==> src/rtl/prefix_add_arbiter.sv <==
// Round-robin arbiter in front of a shared Sklansky prefix adder.
// The winning requester's operands feed one combinational adder. The result is
// captured in a single output register and tagged with the winner's index.
module prefix_add_arbiter #(
    parameter int unsigned WIDTH = 16,
    parameter int unsigned NREQ = 4,
    localparam int unsigned IDW = $clog2(NREQ)
) (
    input  logic                  clk,
    input  logic                  reset,
    input  logic [NREQ-1:0]       req_valid,
    output logic [NREQ-1:0]       req_ready,
    input  logic [NREQ*WIDTH-1:0] req_a,
    input  logic [NREQ*WIDTH-1:0] req_b,
    input  logic [NREQ-1:0]       req_cin,
    output logic                  rsp_valid,
    input  logic                  rsp_ready,
    output logic [WIDTH-1:0]      rsp_sum,
    output logic                  rsp_cout,
    output logic [IDW-1:0]        rsp_id
);

    localparam int unsigned LEVELS = $clog2(WIDTH);

    typedef enum logic {
        StEmpty,
        StFull
    } state_e;

    state_e           state_q, state_d;
    logic [IDW-1:0]   ptr_q, ptr_d;
    logic [WIDTH-1:0] sum_q;
    logic             cout_q;
    logic [IDW-1:0]   id_q;

    logic             found;
    logic [IDW-1:0]   winner;
    logic [WIDTH-1:0] sel_a;
    logic [WIDTH-1:0] sel_b;
    logic             sel_cin;
    logic             can_accept;
    logic             take;

    logic [WIDTH-1:0] g_in;
    logic [WIDTH-1:0] p_in;
    logic [WIDTH-1:0] g_pre;
    logic [WIDTH-1:0] sum_comb;
    logic             cout_comb;

    // Output register is free when empty or being drained this cycle.
    assign can_accept = (state_q == StEmpty) || rsp_ready;

    // Round-robin search starting at ptr; also mux out the winner's operands.
    always_comb begin
        int unsigned idx;
        found   = 1'b0;
        winner  = '0;
        sel_a   = '0;
        sel_b   = '0;
        sel_cin = 1'b0;
        idx     = 0;
        for (int k = 0; k < NREQ; k++) begin
            idx = (32'(ptr_q) + 32'(k)) % NREQ;
            if (!found && req_valid[idx]) begin
                found   = 1'b1;
                winner  = IDW'(idx);
                sel_a   = req_a[idx*WIDTH +: WIDTH];
                sel_b   = req_b[idx*WIDTH +: WIDTH];
                sel_cin = req_cin[idx];
            end
        end
    end

    // Grant is withheld during reset so nothing is accepted into a clearing register.
    always_comb begin
        req_ready = '0;
        take      = found && can_accept && !reset;
        if (take) begin
            req_ready[winner] = 1'b1;
        end
    end

    // Bit-level generate/propagate; carry-in folds into the bit-0 generate.
    assign g_in = sel_a & sel_b;
    assign p_in = sel_a ^ sel_b;

    // Sklansky prefix tree: at level l, every bit whose l-th index bit is set
    // combines with the top bit of the lower half of its 2^(l+1) block.
    always_comb begin
        logic [WIDTH-1:0] g_cur;
        logic [WIDTH-1:0] p_cur;
        logic [WIDTH-1:0] g_nxt;
        logic [WIDTH-1:0] p_nxt;
        int               j;
        g_cur    = g_in;
        g_cur[0] = g_in[0] | (p_in[0] & sel_cin);
        p_cur    = p_in;
        g_nxt    = g_cur;
        p_nxt    = p_cur;
        j        = 0;
        for (int l = 0; l < LEVELS; l++) begin
            g_nxt = g_cur;
            p_nxt = p_cur;
            for (int i = 0; i < WIDTH; i++) begin
                if (((i >> l) & 1) != 0) begin
                    j        = ((i >> l) << l) - 1;
                    g_nxt[i] = g_cur[i] | (p_cur[i] & g_cur[j]);
                    p_nxt[i] = p_cur[i] & p_cur[j];
                end
            end
            g_cur = g_nxt;
            p_cur = p_nxt;
        end
        g_pre = g_cur;
    end

    // g_pre[i] is the carry into bit i+1.
    assign sum_comb  = p_in ^ {g_pre[WIDTH-2:0], sel_cin};
    assign cout_comb = g_pre[WIDTH-1];

    // Output register occupancy and round-robin pointer update.
    always_comb begin
        state_d = state_q;
        ptr_d   = ptr_q;
        unique case (state_q)
            StEmpty: begin
                if (take) begin
                    state_d = StFull;
                end
            end
            StFull: begin
                if (take) begin
                    state_d = StFull;
                end else if (rsp_ready) begin
                    state_d = StEmpty;
                end
            end
            default: state_d = StEmpty;
        endcase
        if (take) begin
            ptr_d = (winner == IDW'(NREQ - 1)) ? '0 : winner + IDW'(1);
        end
    end

    // State, pointer and result registers; result loads only on a transfer.
    always_ff @(posedge clk or posedge reset) begin
        if (reset) begin
            state_q <= StEmpty;
            ptr_q   <= '0;
            sum_q   <= '0;
            cout_q  <= 1'b0;
            id_q    <= '0;
        end else begin
            state_q <= state_d;
            ptr_q   <= ptr_d;
            if (take) begin
                sum_q  <= sum_comb;
                cout_q <= cout_comb;
                id_q   <= winner;
            end
        end
    end

    assign rsp_valid = (state_q == StFull);
    assign rsp_sum   = sum_q;
    assign rsp_cout  = cout_q;
    assign rsp_id    = id_q;

endmodule
==> config.mk <==
export PLATFORM = sky130hd
export DESIGN_NAME = prefix_add_arbiter
export DESIGN_NICKNAME = d
export VERILOG_FILES = /design/src/rtl/prefix_add_arbiter.sv
export SDC_FILE = /design/constraint.sdc
export NUM_CORES = 1
export LEC_CHECK = 0
export ABC_AREA = 1
export BUFFER_PORTS_ARGS = -buffer_cell sky130_fd_sc_hd__buf_2
export CORE_AREA = 5 5 124 126
export CTS_BUF_LIST = sky130_fd_sc_hd__clkbuf_2
export DETAILED_ROUTE_END_ITERATION = 10
export DIE_AREA = 0 0 129 131
export HOLD_SLACK_MARGIN = 0.15
export PLACE_DENSITY = 0.64
export SETUP_SLACK_MARGIN = 0.2
export SLEW_MARGIN = 20
export SYNTH_ARGS = -nofsm -noshare
export SYNTH_HDL_FRONTEND = slang
export SYNTH_SLANG_ARGS = --single-unit
==> constraint.sdc <==
create_clock -name clk -period 3.6 [get_ports clk]
set_input_delay 0.36 -clock clk [delete_from_list [all_inputs] [get_ports clk]]
set_output_delay 0.36 -clock clk [all_outputs]
set_load 0.05 [all_outputs]
==> metrics.md, run 1 <==
| Metric | Value |
|---|---|
| Critical Path Fanout Max | `6` |
| Met3 wire length | `1.57 mm` |
| GRT overflow | `0` |
| Tightest Hold Check Type | `in2reg` |
| MaxCap Viol Count | `0` |
| Antenna diodes | `0` |
| Hold Violations, Final | `0` |
| # setup viols final | `0` |
| Setup crit end kind | `flop` |
| Worst EP required | `3.90 ns` |
| Clock Latency Late Sink | `0.35 ns` |
| Largest net degree at the start of global routing | `116` |
| Synthesized flop and latch total | `22` |
| Path type of the worst setup path | `reg2reg` |
| FF/Latch Area | `556 um2` |
| Worst reg2reg path startpoint | `ptr_q[1]` |
| Count leader, synth | `nand2_1` |
| TritonCTS buffer count | `3` |
| DR WL met2 | `9.07 mm` |
| Via Count | `7394` |
| Core area | `0.0142 mm2` |
| Routed WL per cell | `13.9 um` |
| Max Fclk | `298 MHz` |
| Number of global-route vias before repair | `6191` |
| Num ports | `163` |
| Hold Path Origin | `rsp_ready` |
| Global-route wire length before repair | `28.6 mm` |
| Met1 wire length | `9.15 mm` |
| CTS tree | `yes` |
| Via density per instance | `5.15` |
| H-tree levels | `1` |
| Area of the mapped netlist | `0.00557 mm2` |
| Distinct cells, synth | `35` |
| Full die area | `0.0169 mm2` |
| Clk root buf | `clkbuf_2` |
| Final Cycle Share | `93.3%` |
| Seq/Total Area, Yosys | `9.89%` |
| Critical Path Source Type | `flop` |
| 1st-iter DRT viols | `540` |
| Uppermost layer routed | `met4` |
| Final GP Congestion | `0.880` |
| Initial Utilization | `39.2%` |
| Sink Count | `22` |
| Reg clk slew, reported paths | `0.23 ns` |
| Reg2Reg Depth | `17` |
| CP Data Arrival Time | `3.66 ns` |
| Hold Crit Depth | `2` |
| Final ANT Viol Nets | `0` |
| Synth Area per Inst | `5.13 um2` |
| YS warnings | `0` |
| Max Root-Sink Buffers | `2` |
| Die Ht | `131 um` |
| Asr flop ratio synth | `100%` |
| FF-to-FF End | `rsp_sum[8]` |
| Post-Route WL | `20.0 mm` |
| Syn Inst Count | `1085` |
| DR pass1 iterations | `6` |
| Setup TNS | `0 ns` |
| Ratio of cells with drive above 1 in the final layout | `26.0%` |
| Multi-input gate area in the final layout | `0.00456 mm2` |
| Max Slew Vio Count | `0` |
| Placement Rows | `44` |
| Reg2Reg Setup Slack | `0.24 ns` |
| Rel. slew slack | `67.8%` |
| HPWL Detailed | `14.4 mm` |
| Initial antenna violation count | `0` |
| Drc violations | `0` |
| DIE WIDTH | `129 um` |
| Worst Tran Pin Value | `0.482 ns` |
| Worst Hold Path EP | `rsp_valid` |
| Synth top area share | `28.7%` |
| Area Growth Syn to Fin | `34.5%` |
| Synth Net Count | `1247` |
| Leading area contributor after synthesis | `nand2_1` |
| Synth top area cells | `nand2_1 (29%), o21ai_0 (25%), dfrtp_1 (9.9%)` |
| Final nets | `1416` |
| Unrepaired setup endpoints after global routing | `yes` |
| Layout fillers | `1453` |
| PortBufs | `162` |
| Number of synthesized flops with an enable pin | `0` |
| Top post-synthesis cells by count | `nand2_1 (425), o21ai_0 (277), inv_1 (97)` |
| Dominant register cell in the synthesized netlist | `dfrtp_1` |
| Final setup skew | `0.0271 ns` |
| Status | `completed` |
| Minimum clock period | `3.36 ns` |
| Gr usage total | `20.4%` |
==> state kept, by name, indices dropped and copies added (netlist names) <==
| name | flops |
|---|---|
| rsp_cout | 1 |
| rsp_id | 2 |
| ptr_q | 2 |
| rsp_sum | 16 |
| rsp_valid | 1 |
==> worst max-delay path by stage <==
stage,startpoint,endpoint,slack [ns],depth (start not counted)
3_3_place_gp,ptr_q[0],rsp_sum[8],0.12,20
5_1_grt,ptr_q[1],rsp_sum[8],0.07,17
4_1_cts,ptr_q[0],rsp_sum[9],0.21,17
3_5_place_dp,ptr_q[0],rsp_sum[8],0.08,20
2_1_floorplan,ptr_q[0],rsp_sum[8],0.21,19
6_report,ptr_q[1],rsp_sum[8],0.24,17
==> repair_timing <==
action | in CTS | in global routing
cloned | 1 | 9
endpoints found under the setup margin | 13 | 16
endpoints found under the hold margin | 22 | 0
pin swaps | 1 | 30
gates resized for setup | 10 | 126
buffers inserted | 3 | 35
hold buffers | 1 | 0
==> area by class of cell <==
class,count,area share [%]
multi-input cells,890,61.0
repair buffers,237,22.6
flip-flops and latches,22,7.42
inverters,100,5.33
well taps,184,3.08
clock inverters,1,0.401
clock buffers,3,0.201
==> metrics by stage <==
stage / util (%) / hold slack [ns] / area (um2) / setup WS [ns] / cells
2_1_floorplan: - / 0.398 / 5570 / 0.211 / 1085
3_3_place_gp: 45.6 / 0.426 / 6480 / 0.121 / 1384
3_5_place_dp: 45.6 / 0.427 / 6480 / 0.0803 / 1384
4_1_cts: 46.6 / 0.175 / 6620 / 0.211 / 1393
5_1_grt: 52.7 / 0.163 / 7480 / 0.0657 / 1437
6_report: 52.7 / 0.194 / 7480 / 0.240 / 1437
==> worst max-delay path: stages (launching register included) <==
cell and delay (ns):
dfrtp_2 0.49, clkinvlp_4 0.23, buf_4 0.22, nand3_1 0.10, nand2_2 0.13, nand2_4 0.15, inv_8 0.06, a21oi_4 0.17
o21ai_4 0.08, fa_2 0.40, fa_2 0.36, nand2_1 0.08, nand2_1 0.06, nand4_1 0.10, nand2_2 0.08, inv_2 0.06
fa_2 0.41, o21ai_1 0.12
==> cell usage in the layout, fill, tap and decap left out, drive strengths merged, types with 4 or more instances in the layout <==
cell / netlist / final
dfrtp: 22 / 22
nand4: 4 / 4
clkbuf: 30 / 11
inv: 100 / 98
nand3: 24 / 24
a21oi: 34 / 34
nand3b: 4 / 4
nand2: 432 / 434
buf: 45 / 227
nor2: 21 / 21
fa: 5 / 5
ha: 18 / 18
xor2: 4 / 4
o211ai: 9 / 9
o21ai: 323 / 323
==> cells by family after synthesis <==
logic type                 count (synthesis)  share of synthesized area [%]
AOI/OAI and AO/OA                        372                           34.6
DFF                                       22                           9.89
adders and majority gates                 23                           5.85
xor gates and xnor gates                   5                          0.787
buffers and inverters                    175                           13.6
and+or+nand+nor                          488                           35.3
==> layer usage <==
layer  vias up  global-route usage (%)
met5         -                       0
met4         0                    4.14
met3        20                    1.22
met2       279                    34.4
met1      3216                    28.8
li1       3879                       -
Power of run 1 is not shown: default switching activity piles up to over one toggle a cycle in this logic, so the estimate is an artifact.
==> inputs of run 2 (changes only) <==
--- a/config.mk
+++ b/config.mk
@@ -16,2 +16,3 @@
 export SETUP_SLACK_MARGIN = 0.2
+export SKIP_CTS_REPAIR_TIMING = 1
 export SLEW_MARGIN = 20
@@ -20 +21,2 @@
 export SYNTH_SLANG_ARGS = --single-unit
+export TNS_END_PERCENT = 50
==> constraint.sdc (replaced) <==
create_clock -name clk -period 3.6 [get_ports clk]
set_input_delay 0.54 -clock clk [delete_from_list [all_inputs] [get_ports clk]]
set_output_delay 0.54 -clock clk [all_outputs]
set_load 0.05 [all_outputs]
==> metrics.md, run 2 (synthesis gave the netlist of run 1 again) <==
| Metric | Value |
|---|---|
| Status | `completed (unchanged)` |
| Drc violations | `0 (unchanged)` |
| Commonest cells after routing, fill and taps aside | `nand2_1 (415), o21ai_0 (261), buf_2 (158) (was nand2_1 (403), o21ai_0 (256), buf_2 (160))` |
| Path type of the worst setup path | `reg2reg (unchanged)` |
| Minimum clock period | `3.31 ns (was 3.36 ns)` |
| CTS tree | `yes (unchanged)` |
| Initial antenna violation count | `2 (was 0)` |
| DIE WIDTH | `129 um (unchanged)` |
| Die Ht | `131 um (unchanged)` |
| Reg2Reg Depth | `18 (was 17)` |
| Critical Path Fanout Max | `7 (was 6)` |
| Final ANT Viol Nets | `0 (unchanged)` |
| Reg clk slew, reported paths | `0.24 ns (was 0.23 ns)` |
| Critical Path Source Type | `flop (unchanged)` |
| DR pass1 iterations | `5 (was 6)` |
| MaxCap Viol Count | `0 (unchanged)` |
| Gr usage total | `20.2% (was 20.4%)` |
| FF/Latch Area | `556 um2 (unchanged)` |
| Final Cycle Share | `92.0% (was 93.3%)` |
| Clock Latency Late Sink | `0.35 ns (about the same)` |
| Placed cell count | `1388 (was 1384)` |
| Placement Rows | `44 (unchanged)` |
| Design area | `0.00697 mm2 (was 0.00748 mm2)` |
| Area Growth Syn to Fin | `25.2% (was 34.5%)` |
| Via density per instance | `5.07 (was 5.15)` |
| Rel. slew slack | `67.5% (was 67.8%)` |
| Final GP Congestion | `0.892 (was 0.880)` |
| Max Slew Vio Count | `0 (unchanged)` |
| # setup viols final | `0 (unchanged)` |
| Global-route wire length before repair | `28.5 mm (was 28.6 mm)` |
| Max Fclk | `302 MHz (was 298 MHz)` |
| Final setup skew | `0.0286 ns (was 0.0271 ns)` |
| Post-Route WL | `18.8 mm (was 20.0 mm)` |
| Core area | `0.0142 mm2 (unchanged)` |
| Commonest non-fill, non-tap cell in the layout | `nand2_1 (unchanged)` |
| Max Root-Sink Buffers | `2 (unchanged)` |
| Number of global-route vias before repair | `6143 (was 6191)` |
| Via Count | `7163 (was 7394)` |
| Initial Utilization | `39.2% (unchanged)` |
| Final nets | `1392 (was 1416)` |
| H-tree levels | `1 (unchanged)` |
| DR WL met2 | `8.62 mm (was 9.07 mm)` |
| Non-filler cells, final | `1414 (was 1437)` |
| PortBufs | `162 (unchanged)` |
| Tightest Hold Check Type | `in2async (was in2reg)` |
| 1st-iter DRT viols | `516 (was 540)` |
| Setup crit end kind | `flop (unchanged)` |
| CP Data Arrival Time | `3.62 ns (was 3.66 ns)` |
| Placed cell area | `0.00649 mm2 (was 0.00648 mm2)` |
| HPWL Detailed | `14.6 mm (was 14.4 mm)` |
| Reg2Reg Setup Slack | `0.29 ns (was 0.24 ns)` |
| Largest net degree at the start of global routing | `92 (was 116)` |
| Multi-input gate area in the final layout | `0.00439 mm2 (was 0.00456 mm2)` |
| TritonCTS buffer count | `3 (unchanged)` |
| Worst reg2reg path startpoint | `ptr_q[0] (was ptr_q[1])` |
| Ratio of cells with drive above 1 in the final layout | `22.5% (was 26.0%)` |
| GRT overflow | `0 (unchanged)` |
| Unrepaired setup endpoints after global routing | `yes (unchanged)` |
| Clk root buf | `clkbuf_2 (unchanged)` |
| Met1 wire length | `8.83 mm (was 9.15 mm)` |
| Hold Violations, Final | `0 (unchanged)` |
| Worst EP required | `3.91 ns (was 3.90 ns)` |
| Uppermost layer routed | `met5 (was met4)` |
| Met3 wire length | `1.09 mm (was 1.57 mm)` |
| Max FFs per register | `16 (unchanged)` |
| Sink Count | `22 (unchanged)` |
| Layout fillers | `1581 (was 1453)` |
| Num ports | `163 (unchanged)` |
| Routed WL per cell | `13.3 um (was 13.9 um)` |
| Full die area | `0.0169 mm2 (unchanged)` |
| Worst Tran Pin Value | `0.486 ns (was 0.482 ns)` |
| FF-to-FF End | `rsp_sum[8] (unchanged)` |
-- run 2: cell types whose count changed in the layout (fill, tap and decap cells not counted), moves of 3 or more --
cell       change
a21oi_1        +5
a21oi_2        -3
buf_12         -3
buf_4         -11
clkbuf_16      -6
nand2_1       +12
nand2_2       -12
o21ai_0        +5
o21ai_4        -5
-- run 2: how the worst max path moves through the flow --
stage	startpoint	end	slack (ns)
2_1_floorplan	req_valid[1]	rsp_sum[8]	0.21
3_5_place_dp	ptr_q[0]	rsp_sum[8]	0.03
5_1_grt	ptr_q[0]	rsp_sum[8]	0.11
4_1_cts	ptr_q[0]	rsp_sum[8]	-0.02
3_3_place_gp	ptr_q[0]	rsp_sum[8]	0.10
6_report	ptr_q[0]	rsp_sum[8]	0.29
-- run 2: final cells by class --
type	instances	share of cell area, %
multi-input combinational	889	62.9
timing repair buffer	214	19.5
sequential	22	7.97
inverter	100	5.58
tap	184	3.30
clock inverter	1	0.431
clock buffer	3	0.215
antenna	1	0.0359
-- run 2: per-stage QoR --
step	hold WS [ns]	setup TNS (ns)	utilization, %	worst slack (ns)
after global placement	0.461	0	45.7	0.103
after global routing	0.325	0	49.1	0.110
after CTS	0.314	-0.0231	46.0	-0.0231
after floorplan	0.578	0	-	0.209
final	0.294	0	49.1	0.290
after detailed placement	0.465	0	45.7	0.0258
-- run 2: worst max-delay path, stage by stage (launching register included) --
cell     delay, ns
dfrtp_4       0.62
buf_4         0.17
nand2_1       0.11
nand3_2       0.11
nand2_4       0.12
inv_2         0.06
nand2_2       0.10
o21ai_0       0.11
a21oi_2       0.13
o21ai_2       0.08
fa_2          0.39
fa_2          0.37
nand2_1       0.08
nand2_1       0.07
nand4_1       0.08
nand2_2       0.07
inv_2         0.06
fa_2          0.41
o21ai_2       0.11
-- run 2: layer usage --
metal  vias to the layer above  global-route usage (%)
met3                        19                    1.38
met5                         -                       0
met1                      3116                    29.6
met4                         2                    3.46
li1                       3827                       -
met2                       199                    33.1
Power of run 2 is left out for the same reason.
==> inputs of run 3 (changes only) <==
Settings changed: CTS_BUF_LIST sky130_fd_sc_hd__clkbuf_2 to sky130_fd_sc_hd__clkbuf_4 sky130_fd_sc_hd__clkbuf_8.
==> metrics.md, run 3 (synthesis gave the netlist of run 1 again) <==
| Metric | Value |
|---|---|
| Final nets | `1395 (was 1392)` |
| CP Data Arrival Time | `3.50 ns (was 3.62 ns)` |
| Die Ht | `131 um (unchanged)` |
| Minimum clock period | `3.31 ns (about the same)` |
| Initial Utilization | `39.2% (unchanged)` |
| Design area | `0.00701 mm2 (was 0.00697 mm2)` |
| Final setup skew | `0.00672 ns (was 0.0286 ns)` |
| Layout fillers | `1565 (was 1581)` |
| Clk root buf | `clkbuf_8 (was clkbuf_2)` |
| CP cell instances | `inv_8 -> nand2_1 -> nand3_2 -> nand2_4 -> buf_4 -> nand2_1 -> o21ai_0 -> a21oi_1 -> o21ai_1 -> fa_2 -> fa_2 -> nand2_1 -> nand2_1 -> nand4_1 -> nand2_2 -> inv_2 -> fa_2 -> o21ai_2 (was buf_4 -> nand2_1 -> nand3_2 -> nand2_4 -> inv_2 -> nand2_2 -> o21ai_0 -> a21oi_2 -> o21ai_2 -> fa_2 -> fa_2 -> nand2_1 -> nand2_1 -> nand4_1 -> nand2_2 -> inv_2 -> fa_2 -> o21ai_2)` |
| Max Root-Sink Buffers | `2 (unchanged)` |
| Worst reg2reg path startpoint | `ptr_q[0] (unchanged)` |
| Via Count | `7227 (was 7163)` |
| Path type of the worst setup path | `reg2reg (unchanged)` |
| Number of global-route vias before repair | `6138 (was 6143)` |
| Final GP Congestion | `0.892 (unchanged)` |
| # setup viols final | `0 (unchanged)` |
| Reg clk slew, reported paths | `0.08 ns (was 0.24 ns)` |
| Final Cycle Share | `91.9% (was 92.0%)` |
| Crit-path slowest cell | `dfrtp_4 (unchanged)` |
| Sink Count | `22 (unchanged)` |
| Ratio of cells with drive above 1 in the final layout | `22.5% (about the same)` |
| Commonest non-fill, non-tap cell in the layout | `nand2_1 (unchanged)` |
| TritonCTS buffer count | `3 (unchanged)` |
| Placement Rows | `44 (unchanged)` |
| FF-to-FF End | `rsp_sum[8] (unchanged)` |
| Reg2Reg Depth | `18 (unchanged)` |
| FF/Latch Area | `556 um2 (unchanged)` |
| Unrepaired setup endpoints after global routing | `yes (unchanged)` |
| Dpl ws | `0.0258 ns (unchanged)` |
| Final ANT Viol Nets | `0 (unchanged)` |
| HPWL Detailed | `14.6 mm (unchanged)` |
| Commonest cells after routing, fill and taps aside | `nand2_1 (417), o21ai_0 (253), buf_2 (161) (was nand2_1 (415), o21ai_0 (261), buf_2 (158))` |
| DIE WIDTH | `129 um (unchanged)` |
| Cell mode on critical path | `nand2_1` |
| Full die area | `0.0169 mm2 (unchanged)` |
| Max FFs per register | `16 (unchanged)` |
| Num ports | `163 (unchanged)` |
| DR pass1 iterations | `5 (unchanged)` |
| Max Fclk | `302 MHz (about the same)` |
| Global-route wire length before repair | `28.5 mm (about the same)` |
| Gr usage total | `20.2% (about the same)` |
| Drc violations | `0 (unchanged)` |
| Via density per instance | `5.10 (was 5.07)` |
| Post-Route WL | `18.8 mm (about the same)` |
| Worst EP required | `3.79 ns (was 3.91 ns)` |
| Initial antenna violation count | `2 (unchanged)` |
| Core area | `0.0142 mm2 (unchanged)` |
| Area Growth Syn to Fin | `25.9% (was 25.2%)` |
| Clock Latency Late Sink | `0.27 ns (was 0.35 ns)` |
| GRT overflow | `0 (unchanged)` |
| 1st-iter DRT viols | `531 (was 516)` |
| Largest net degree at the start of global routing | `92 (unchanged)` |
| Routed WL per cell | `13.3 um (about the same)` |
| Reg2Reg Setup Slack | `0.29 ns (about the same)` |
| Layout Utilization | `49.3% (was 49.1%)` |
| Critical Path Source Type | `flop (unchanged)` |
| Rel. slew slack | `67.1% (was 67.5%)` |
| Multi-input gate area in the final layout | `0.00438 mm2 (was 0.00439 mm2)` |
| CP max stage delay | `0.58 ns (was 0.62 ns)` |
| Status | `completed (unchanged)` |
| Worst setup margin | `0.290 ns (about the same)` |
| CTS tree | `yes (unchanged)` |
| MaxCap Viol Count | `0 (unchanged)` |
| Worst Tran Pin Value | `0.493 ns (was 0.486 ns)` |
| Tightest Hold Check Type | `in2async (unchanged)` |
| Max Slew Vio Count | `0 (unchanged)` |
| Setup crit end kind | `flop (unchanged)` |
| Placed cell area | `0.00649 mm2 (unchanged)` |
| Critical Path Fanout Max | `10 (was 7)` |
| H-tree levels | `1 (unchanged)` |
| PortBufs | `162 (unchanged)` |
| Hold Violations, Final | `0 (unchanged)` |
| Setup TNS | `0 ns (unchanged)` |
==> run 3: changes by cell type in the layout (fill, tap and decap cells not counted), moves of 2 or more <==
cell      change
clkbuf_8      +3
nand2_1       +2
clkbuf_2      -3
o21ai_1       +6
buf_2         +3
o21ai_2       +2
o21ai_0       -8
==> run 3: through the flow <==
step	hold WS, ns	std cells
3_3_place_gp	0.461	1388
3_5_place_dp	0.465	1388
2_1_floorplan	0.578	1085
5_1_grt	0.462	1417
4_1_cts	0.439	1392
6_report	0.419	1417
==> run 3: worst max path at each step <==
stage / from / to / slack (ns)
finish: ptr_q[0] / rsp_sum[8] / 0.29
global route: ptr_q[0] / rsp_sum[8] / 0.10
CTS: ptr_q[0] / rsp_sum[8] / 0.001
detailed placement: ptr_q[0] / rsp_sum[8] / 0.03
global placement: ptr_q[0] / rsp_sum[8] / 0.10
floorplan: req_valid[1] / rsp_sum[8] / 0.21
==> run 3: critical path, delay by kind of cell, from the launching register on <==
family | cells | cell delay [ns]
fa+ha+maj | 3 | 1.15
simple gates | 8 | 0.67
flops | 1 | 0.58
compound gates | 4 | 0.45
buf+inv | 3 | 0.36
==> run 3: cell type report <==
class                   instances  share of cell area (%)
well taps                     184                    3.29
inverters                     100                    5.55
multi-input cells             889                    62.5
clock buffers                   3                   0.589
diodes                          1                  0.0357
flip-flops and latches         22                    7.93
clock inverters                 1                   0.429
repair buffers                216                    19.5
repair inverters                1                  0.0893
==> run 3: per-layer routing <==
metal	GRT usage [%]	vias to the layer above	part of all wire (%)
met2	33.1	217	46
li1	-	3831	-
met3	1.38	17	5.8
met5	0	-	0.069
met4	3.64	2	0.95
met1	29.6	3160	47
Power of run 3 is left out for the same reason.
